`src/rtl/imem_write_arbiter.sv`:
```
// rtl/imem_write_arbiter.sv - arbitrates the IMEM write port between a CPU store FIFO and the UART loader
module imem_write_arbiter #(
  parameter int AWIDTH       = 14,
  parameter int DWIDTH       = 32,
  parameter int DEPTH        = 4,
  parameter int STARVE_LIMIT = 8
) (
  input  logic                     clk,
  input  logic                     rst,
  input  logic                     cpu_valid,
  output logic                     cpu_ready,
  input  logic [AWIDTH-1:0]        cpu_addr,
  input  logic [DWIDTH-1:0]        cpu_data,
  input  logic [3:0]               cpu_wea,
  input  logic                     ldr_valid,
  output logic                     ldr_ready,
  input  logic [AWIDTH-1:0]        ldr_addr,
  input  logic [DWIDTH-1:0]        ldr_data,
  input  logic [3:0]               ldr_wea,
  output logic [AWIDTH-1:0]        imem_addr,
  output logic [DWIDTH-1:0]        imem_din,
  output logic [3:0]               imem_wea,
  output logic [$clog2(DEPTH):0]   pending,
  output logic                     drained
);

  localparam int PW = $clog2(DEPTH);
  localparam int CW = PW + 1;
  localparam int WW = $clog2(STARVE_LIMIT + 1);

  logic [AWIDTH-1:0] fifo_addr [DEPTH];
  logic [DWIDTH-1:0] fifo_data [DEPTH];
  logic [3:0]        fifo_wea  [DEPTH];

  logic [PW-1:0] wr_ptr;
  logic [PW-1:0] rd_ptr;
  logic [CW-1:0] count;
  logic [WW-1:0] wait_cnt;

  logic full;
  logic empty;
  logic force_cpu;
  logic cpu_grant;
  logic ldr_accept;
  logic push;
  logic pop;

  assign full       = (count == CW'(DEPTH));
  assign empty      = (count == '0);
  assign cpu_ready  = ~full & ~rst;
  assign force_cpu  = ~empty & (full | (wait_cnt == WW'(STARVE_LIMIT)));
  assign ldr_ready  = ~rst & ~force_cpu;
  assign cpu_grant  = ~empty & (force_cpu | ~ldr_valid);
  assign ldr_accept = ldr_valid & ldr_ready;

  // Zero-mask stores are handshaken but never occupy a FIFO slot.
  assign push = cpu_valid & cpu_ready & (cpu_wea != 4'b0000);
  assign pop  = cpu_grant;

  assign pending = count;
  assign drained = empty & (imem_wea == 4'b0000);

  always_ff @(posedge clk) begin
    if (push) begin
      fifo_addr[wr_ptr] <= cpu_addr;
      fifo_data[wr_ptr] <= cpu_data;
      fifo_wea[wr_ptr]  <= cpu_wea;
    end
  end

  always_ff @(posedge clk) begin
    if (rst) begin
      wr_ptr   <= '0;
      rd_ptr   <= '0;
      count    <= '0;
      wait_cnt <= '0;
    end else begin
      if (push) wr_ptr <= wr_ptr + 1'b1;
      if (pop)  rd_ptr <= rd_ptr + 1'b1;
      case ({push, pop})
        2'b10:   count <= count + 1'b1;
        2'b01:   count <= count - 1'b1;
        default: count <= count;
      endcase
      if (cpu_grant || empty)
        wait_cnt <= '0;
      else if (ldr_accept && wait_cnt != WW'(STARVE_LIMIT))
        wait_cnt <= wait_cnt + 1'b1;
    end
  end

  // Loader and CPU grants are mutually exclusive, so the priority order here is arbitrary.
  always_ff @(posedge clk) begin
    if (rst) begin
      imem_addr <= '0;
      imem_din  <= '0;
      imem_wea  <= 4'b0000;
    end else if (ldr_accept) begin
      imem_addr <= ldr_addr;
      imem_din  <= ldr_data;
      imem_wea  <= ldr_wea;
    end else if (cpu_grant) begin
      imem_addr <= fifo_addr[rd_ptr];
      imem_din  <= fifo_data[rd_ptr];
      imem_wea  <= fifo_wea[rd_ptr];
    end else begin
      imem_wea  <= 4'b0000;
    end
  end

endmodule

```
`config.mk`:
```
export PLATFORM = sky130hd
export DESIGN_NAME = imem_write_arbiter
export DESIGN_NICKNAME = d
export VERILOG_FILES = /design/src/rtl/imem_write_arbiter.sv
export SDC_FILE = /design/constraint.sdc
export NUM_CORES = 1
export LEC_CHECK = 0
export CAP_MARGIN = 20
export CORE_MARGIN = 2
export CORE_UTILIZATION = 55
export CTS_CLUSTER_DIAMETER = 30
export DETAILED_ROUTE_END_ITERATION = 10
export PLACE_DENSITY = 0.82
export SETUP_SLACK_MARGIN = 0.1
export SYNTH_ARGS = -nofsm -noshare
export SYNTH_HDL_FRONTEND = slang
export SYNTH_SLANG_ARGS = --single-unit
```
`constraint.sdc`:
```
create_clock -name clk -period 6.65 [get_ports clk]
set_input_delay 0.665 -clock clk [delete_from_list [all_inputs] [get_ports clk]]
set_output_delay 0.665 -clock clk [all_outputs]
set_load 0.005 [all_outputs]
```
== Word-level counts from Yosys, hierarchy flattened ==
Memory sizes are Yosys's and may differ from the RTL's. A register that Yosys moved wholly into a read port is not among the register bits.
Index checks and enable logic that the tools add are counted.

* Register bits: 61
* Bits in latches: 0
* Memory bits (writable): 200
* Memory bits (read-only): 0
* Input port bits: 104
* Output and inout port bits: 56
* Word-level logic and storage cells: 58
* Memories kept: 3

{| class="wikitable"
|+ Memory list
! name !! words !! bits a word !! rd ports !! clocked after memory_dff !! wr ports !! RTL line !! source
|-
| fifo_data || 4 || 32 || 1 || 1 || 1 || 32 || <nowiki>logic [DWIDTH-1:0] fifo_data [DEPTH];</nowiki>
|-
| fifo_addr || 4 || 14 || 1 || 1 || 1 || 31 || <nowiki>logic [AWIDTH-1:0] fifo_addr [DEPTH];</nowiki>
|-
| fifo_wea || 4 || 4 || 1 || 1 || 1 || 33 || <nowiki>logic [3:0] fifo_wea [DEPTH];</nowiki>
|}

* Add/sub/neg operators: 5
* Multiply operators: 0
* Divide/modulo/power cells: 0
* Order comparisons: 0
* Equality and inequality tests: 5
* Shifts and indexed selects: 0
* Muxes and demuxes: 15
* Bitwise logic cells: 15
* Reductions and logical operators: 8

{| class="wikitable"
|+ Operators with widths
! operator !! number
|-
| $mux W32 || 2
|-
| $mux W14 || 2
|-
| $mux W2 || 6
|-
| $and A1 B1 Y1 || 8
|-
| $mux W4 || 2
|-
| $pmux W3 S2 || 1
|-
| $not A1 Y1 || 5
|-
| $add A2 B1 Y2 const B || 2
|-
| $add A4 B1 Y4 const B || 1
|-
| $eq A4 B4 Y1 const B || 1
|-
| $logic_not A4 Y1 || 1
|-
| $ne A4 B4 Y1 const B || 1
|-
| $reduce_bool A2 Y1 || 2
|-
| $reduce_bool A4 Y1 || 1
|-
| $add A3 B1 Y3 const B || 1
|-
| $eq A3 B3 Y1 const B || 1
|-
| $logic_not A3 Y1 || 1
|-
| $sub A3 B1 Y3 const B || 1
|-
| $eq A2 B1 Y1 const B || 1
|-
| $eq A2 B2 Y1 const B || 1
|-
| $mux W1 || 2
|-
| $or A1 B1 Y1 || 2
|-
| $reduce_or A2 Y1 || 1
|-
| $logic_and A1 B1 Y1 || 1
|-
| $logic_or A1 B1 Y1 || 1
|}

== Logic depth before layout (Yosys ltp) ==
* Depth in word-level cells: 7
* Depth in mapped cells: 10
* Depth with buffers taken out: 10

== Least setup slack after synthesis ==
Ideal clock, no wire load.

* Path type: input-to-reg
* From: input rst
* To: memory fifo_addr[0][0], enable pin
* Setup time: 413 ps
* Arrival time: 2490 ps
* Required time: 6237 ps
* Setup slack: 3747 ps
* Stages: 3
* Buffers on the path: 1
* Cell sequence: clkbuf_1 > nor3_2 > and2_1

* Longest elaborated chain between the ends: 6

{| class="wikitable"
|+ Ends and longest elaborated chain
! item !! RTL line !! source
|-
| start, declared || 9 || <nowiki>input logic rst,</nowiki>
|-
| $not A1 Y1 || 50 || <nowiki>assign cpu_ready = ~full & ~rst;</nowiki>
|-
| $and A1 B1 Y1 || 50 ||
|-
| $and A1 B1 Y1 (2 in series) || 57 || <nowiki>assign push = cpu_valid & cpu_ready & (cpu_wea != 4'b0000);</nowiki>
|-
| $mux W1 || 64 || <nowiki>if (push) begin</nowiki>
|-
| $mux W1 (implied by the code) || 65 || <nowiki>fifo_addr[wr_ptr] <= cpu_addr;</nowiki>
|-
| end, declared || 31 ||
|}

Every way passes these cells.

== Worst setup path in the final report ==
* From: input rst
* To: output ldr_ready

* Longest elaborated chain between the ends: 2

{| class="wikitable"
|+ Ends and longest elaborated chain
! item !! RTL line !! source
|-
| $not A1 Y1 || 52 || <nowiki>assign ldr_ready = ~rst & ~force_cpu;</nowiki>
|-
| $and A1 B1 Y1 || 52 ||
|-
| end, declared || 16 || <nowiki>output logic ldr_ready,</nowiki>
|}

Every way passes these cells.

==> impl.org <==
** Run status
- Status :: finished, final reports clean

** Worst setup path
- Data arrives at the worst endpoint at 2.40 ns.
- Most frequent CP cell :: sky130_fd_sc_hd__clkdlybuf4s50_1
- Standard cell with the maximum stage delay on the critical path :: sky130_fd_sc_hd__clkdlybuf4s50_1
- In this design, the stage delay of the slowest critical-path cell is between 0.7 and 0.8 ns.
- Critical-path maximum fanout :: 20
- Worst Reg-to-Reg Cells :: 10
- The critical path crosses 3 cells after its start point.
- Launching element type of the critical path :: input pin
- STA classifies the critical path endpoint as a primary output.
- Among cell families on the critical path, the largest total delay comes from buffers and inverters.
- The number of buffers and inverters on the critical path is 2.
- At the worst endpoint, the required time is around 6.0 ns.
- The critical path is of the in -> out type.
- The signal on the critical path passes through clkdlybuf4s50_1, a211oi_1, clkdlybuf4s50_1.

** Floorplan
- Total Die Area :: 19200 um^2
- For this configuration, the core starts out at a cell density of a little under three fifths.
- Ports placed on the boundary :: 160
- Measured along the y axis, the die boundary spans 138 um.
- Area of the core :: ~18000 um^2
- Width of the die :: 138 um
- Row Count :: 49

** Synthesis
- Ranked by total cell area, the synthesized netlist is headed by sky130_fd_sc_hd__edfxtp_1, sky130_fd_sc_hd__dfxtp_1, sky130_fd_sc_hd__mux4_2, sky130_fd_sc_hd__a221o_1, sky130_fd_sc_hd__nand2_1.
- Count of yosys warnings during synthesis :: 0
- Post-synth design cell area :: 9950 um^2
- Top cell type's share of synthesized area :: 60.4%
- Number of nets produced by synthesis :: 671
- Post-synth top flop :: sky130_fd_sc_hd__edfxtp_1
- Post-Synthesis Cells :: roughly 560
- Count of flip-flops with a built-in enable after synthesis :: 200
- Fraction of synthesis flops using an asynchronous set or reset pin :: 0%
- Summing the sequential cell areas from Yosys gives around three quarters of the chip area.
- Most instantiated cells after synthesis :: sky130_fd_sc_hd__edfxtp_1, sky130_fd_sc_hd__dfxtp_1, sky130_fd_sc_hd__mux4_2, sky130_fd_sc_hd__nand2_1
- The synthesized design contains 263 register bits.
- In this run the mean area of a mapped cell was 17.8 um^2.
- After synthesis, the netlist uses 43 different library cells.
- Yosys instantiated no cell more often than sky130_fd_sc_hd__edfxtp_1.
- Biggest area consumer among synthesized cells :: sky130_fd_sc_hd__edfxtp_1

** Layout
- Measured on the finished design, the core utilization comes to 74.3%.
- Post-Layout Inst Area :: 13300 um^2
- Fill cell count :: 983
- Relative to the synthesized area, the layout overhead comes to 33.3%.
- The final layout contains 850 nets.
- Cells with a size suffix above 1 make up between 10% and 20% of the layout.
- Post-route insts no fill :: 1001

** Pwr
- Summing internal, switching and leakage power gives around 5.5 mW.
- For this design the ratio of total power to cell area is around 420 nW/um^2.
- The analysis attributes to cell leakage a power of approximately 4.5 nW.
- VDD sags by at most 0.311 mV.

** Clock network
- For the worst-skew pair, the clock arrives at the later sink with an insertion delay of 0.53 ns.
- The root buffer cell chosen for the clock tree is sky130_fd_sc_hd__clkbuf_16.
- Number of buffers on the longest clock path :: 3
- CTS built an H-tree with a depth of 2.
- Buffers inserted to repair hold after CTS numbered 0.
- The number of setup buffers added after CTS is 0.
- Clock tree from TritonCTS :: done
- In this run, CTS created clock tree buffers numbering a little over 40.
- Clock sinks :: 263
- Resize count post-CTS :: 0
- After clock tree synthesis, the clock-pin slew on the worst setup and hold paths is 0.05 ns.

** Timing
- Final clock period utilization by the worst path :: between 40% and 50%
- The worst pin sits at a relative slew slack of about 44%.
- Subtracting the final worst setup slack from the clock period gives 3.07 ns.
- Sum of negative setup slack :: 0 ns
- Clk_skew :: 0.0124 ns
- Final setup violating endpoints :: 0
- In the post-route analysis, the smallest setup slack over all paths is between 3 and 4 ns.
- For the pin with the worst max-slew slack, the measured transition is 0.840 ns.
- Final hold violation count :: 0
- Slew Viols, Final :: 0
- Hold timing on the final database bottoms out at a slack of 0.484 ns.
- Max frequency :: 326 MHz
- Setup repair after global routing missed its margin :: false

** Global routing
- After global routing the overflow that remains totals 0.
- Number of global-route vias before repair :: ~6400
- Entering global routing, the biggest net connects 52 pins.
- The first global-routing pass estimated 36100 um of wire.
- Total Routing Usage GR :: roughly a quarter
- The number of antenna violations at the first check in global routing was 1.

** Job
- Max-cap violations :: 0

** Placed design
- Post-place instance area :: between 10000 and 15000 um^2
- Routability-driven placement finished with a final weighted congestion of 0.773.
- Including well taps, the total number of placed cells is 922.
- Minimum setup slack after placement :: 3.14 ns
- Sum of net half-perimeters after detailed placement :: 13400 um
- The count of buffers added on input and output ports is roughly 160.

** Routing
- Count of nets left with antenna violations after detail routing :: 0
- For this block, the initial DRC count from the detailed router was 546.
- Residual DRC :: 0
- The pre-antenna-repair detailed-routing pass consisted of 5 iterations.
- Detailed routing inserted a total of approximately 6000 vias.
- Final routed wirelength across all metal layers :: 23700 um
- Detail-routed net length per standard cell :: between 20 and 25 um
- Routed via count divided by cell count :: 5.97

** Min path
- The worst hold path belongs to the class reg -> reg.
- Counting instances, the worst hold path has a depth of 1.
==> path summary, 6_finish.rpt <==
path	from	end	slack (ns)
worst max-delay path	rst	ldr_ready	3.58
worst min-delay path	imem_addr[12]	imem_addr[12]	0.48
worst max register to register	wait_cnt[0]	pending[2]	3.94
worst min register to register	imem_addr[12]	imem_addr[12]	0.48
==> per-layer routing <==
metal | vias up | share of wire, % | track usage, %
li1 | 2591 | - | -
met1 | 3035 | 36 | 29.4
met2 | 277 | 53 | 42.6
met3 | 77 | 6.1 | 4.64
met4 | 0 | 4.8 | 13.7
met5 | - | 0 | 0
==> placed cells by master (no fill, tap or decap), types with 3 or more instances in the layout <==
cell | synthesis | final
sky130_fd_sc_hd__a21oi_1 | 3 | 3
sky130_fd_sc_hd__a221o_1 | 24 | 24
sky130_fd_sc_hd__a22oi_1 | 4 | 4
sky130_fd_sc_hd__a31oi_1 | 22 | 22
sky130_fd_sc_hd__and2_2 | 0 | 4
sky130_fd_sc_hd__buf_4 | 7 | 7
sky130_fd_sc_hd__bufinv_16 | 0 | 7
sky130_fd_sc_hd__clkbuf_1 | 8 | 3
sky130_fd_sc_hd__clkbuf_16 | 0 | 41
sky130_fd_sc_hd__clkdlybuf4s50_1 | 0 | 159
sky130_fd_sc_hd__clkinv_4 | 0 | 4
sky130_fd_sc_hd__clkinv_8 | 0 | 4
sky130_fd_sc_hd__clkinvlp_4 | 0 | 7
sky130_fd_sc_hd__dfxtp_1 | 63 | 61
sky130_fd_sc_hd__edfxtp_1 | 200 | 200
sky130_fd_sc_hd__ha_1 | 7 | 7
sky130_fd_sc_hd__inv_1 | 9 | 9
sky130_fd_sc_hd__inv_6 | 0 | 5
sky130_fd_sc_hd__mux4_2 | 50 | 50
sky130_fd_sc_hd__nand2_1 | 45 | 45
sky130_fd_sc_hd__nor2_1 | 17 | 17
sky130_fd_sc_hd__nor2b_1 | 24 | 24
sky130_fd_sc_hd__o21ai_0 | 23 | 23
sky130_fd_sc_hd__xnor2_1 | 3 | 3
sky130_fd_sc_hd__xor2_1 | 3 | 3
==> logic make-up (layout without fill, tap and decap cells) <==
group                    Yosys count  count (layout)  synth area share, %
AO/OA/AOI/OAI                     84              84                 6.45
XOR/XNOR                           6               6                0.528
adder cells (fa/ha/maj)            8               8                 1.08
buffers and inverters             41             253                 2.14
flip-flops                       263             263                 73.1
multiplexers                      51              51                 11.4
other                              0               1                    0
AND/OR/NAND/NOR                  106             106                 5.32
==> where the power goes <==
part	total, mW	internal (mW)	switching (mW)
sequential	2.06	1.94	0.115
combinational	1.19	0.643	0.544
clock	2.26	1.45	0.814
==> cell type report <==
| class | count | area, um^2 | share of cell area (%) |
|---|---|---|---|
| clock inverters | 31 | 437 | 3.29 |
| multi-input cells | 255 | 2480 | 18.7 |
| clock buffers | 45 | 1050 | 7.93 |
| repair buffers | 168 | 1700 | 12.8 |
| diodes | 1 | 2.50 | 0.0189 |
| inverters | 9 | 33.8 | 0.255 |
| flip-flops and latches | 263 | 7270 | 54.8 |
| well taps | 229 | 287 | 2.16 |
==> state kept, by name (all words and copies together), names as in the netlist, named ones only <==
register and flops:
fifo_data 128, fifo_addr 56, rd_ptr 2, wait_cnt 4, pending 3, fifo_wea 16, imem_addr 14, imem_wea 4
wr_ptr 2, imem_din 32
Note: power is estimated with default switching activity, not from simulation.
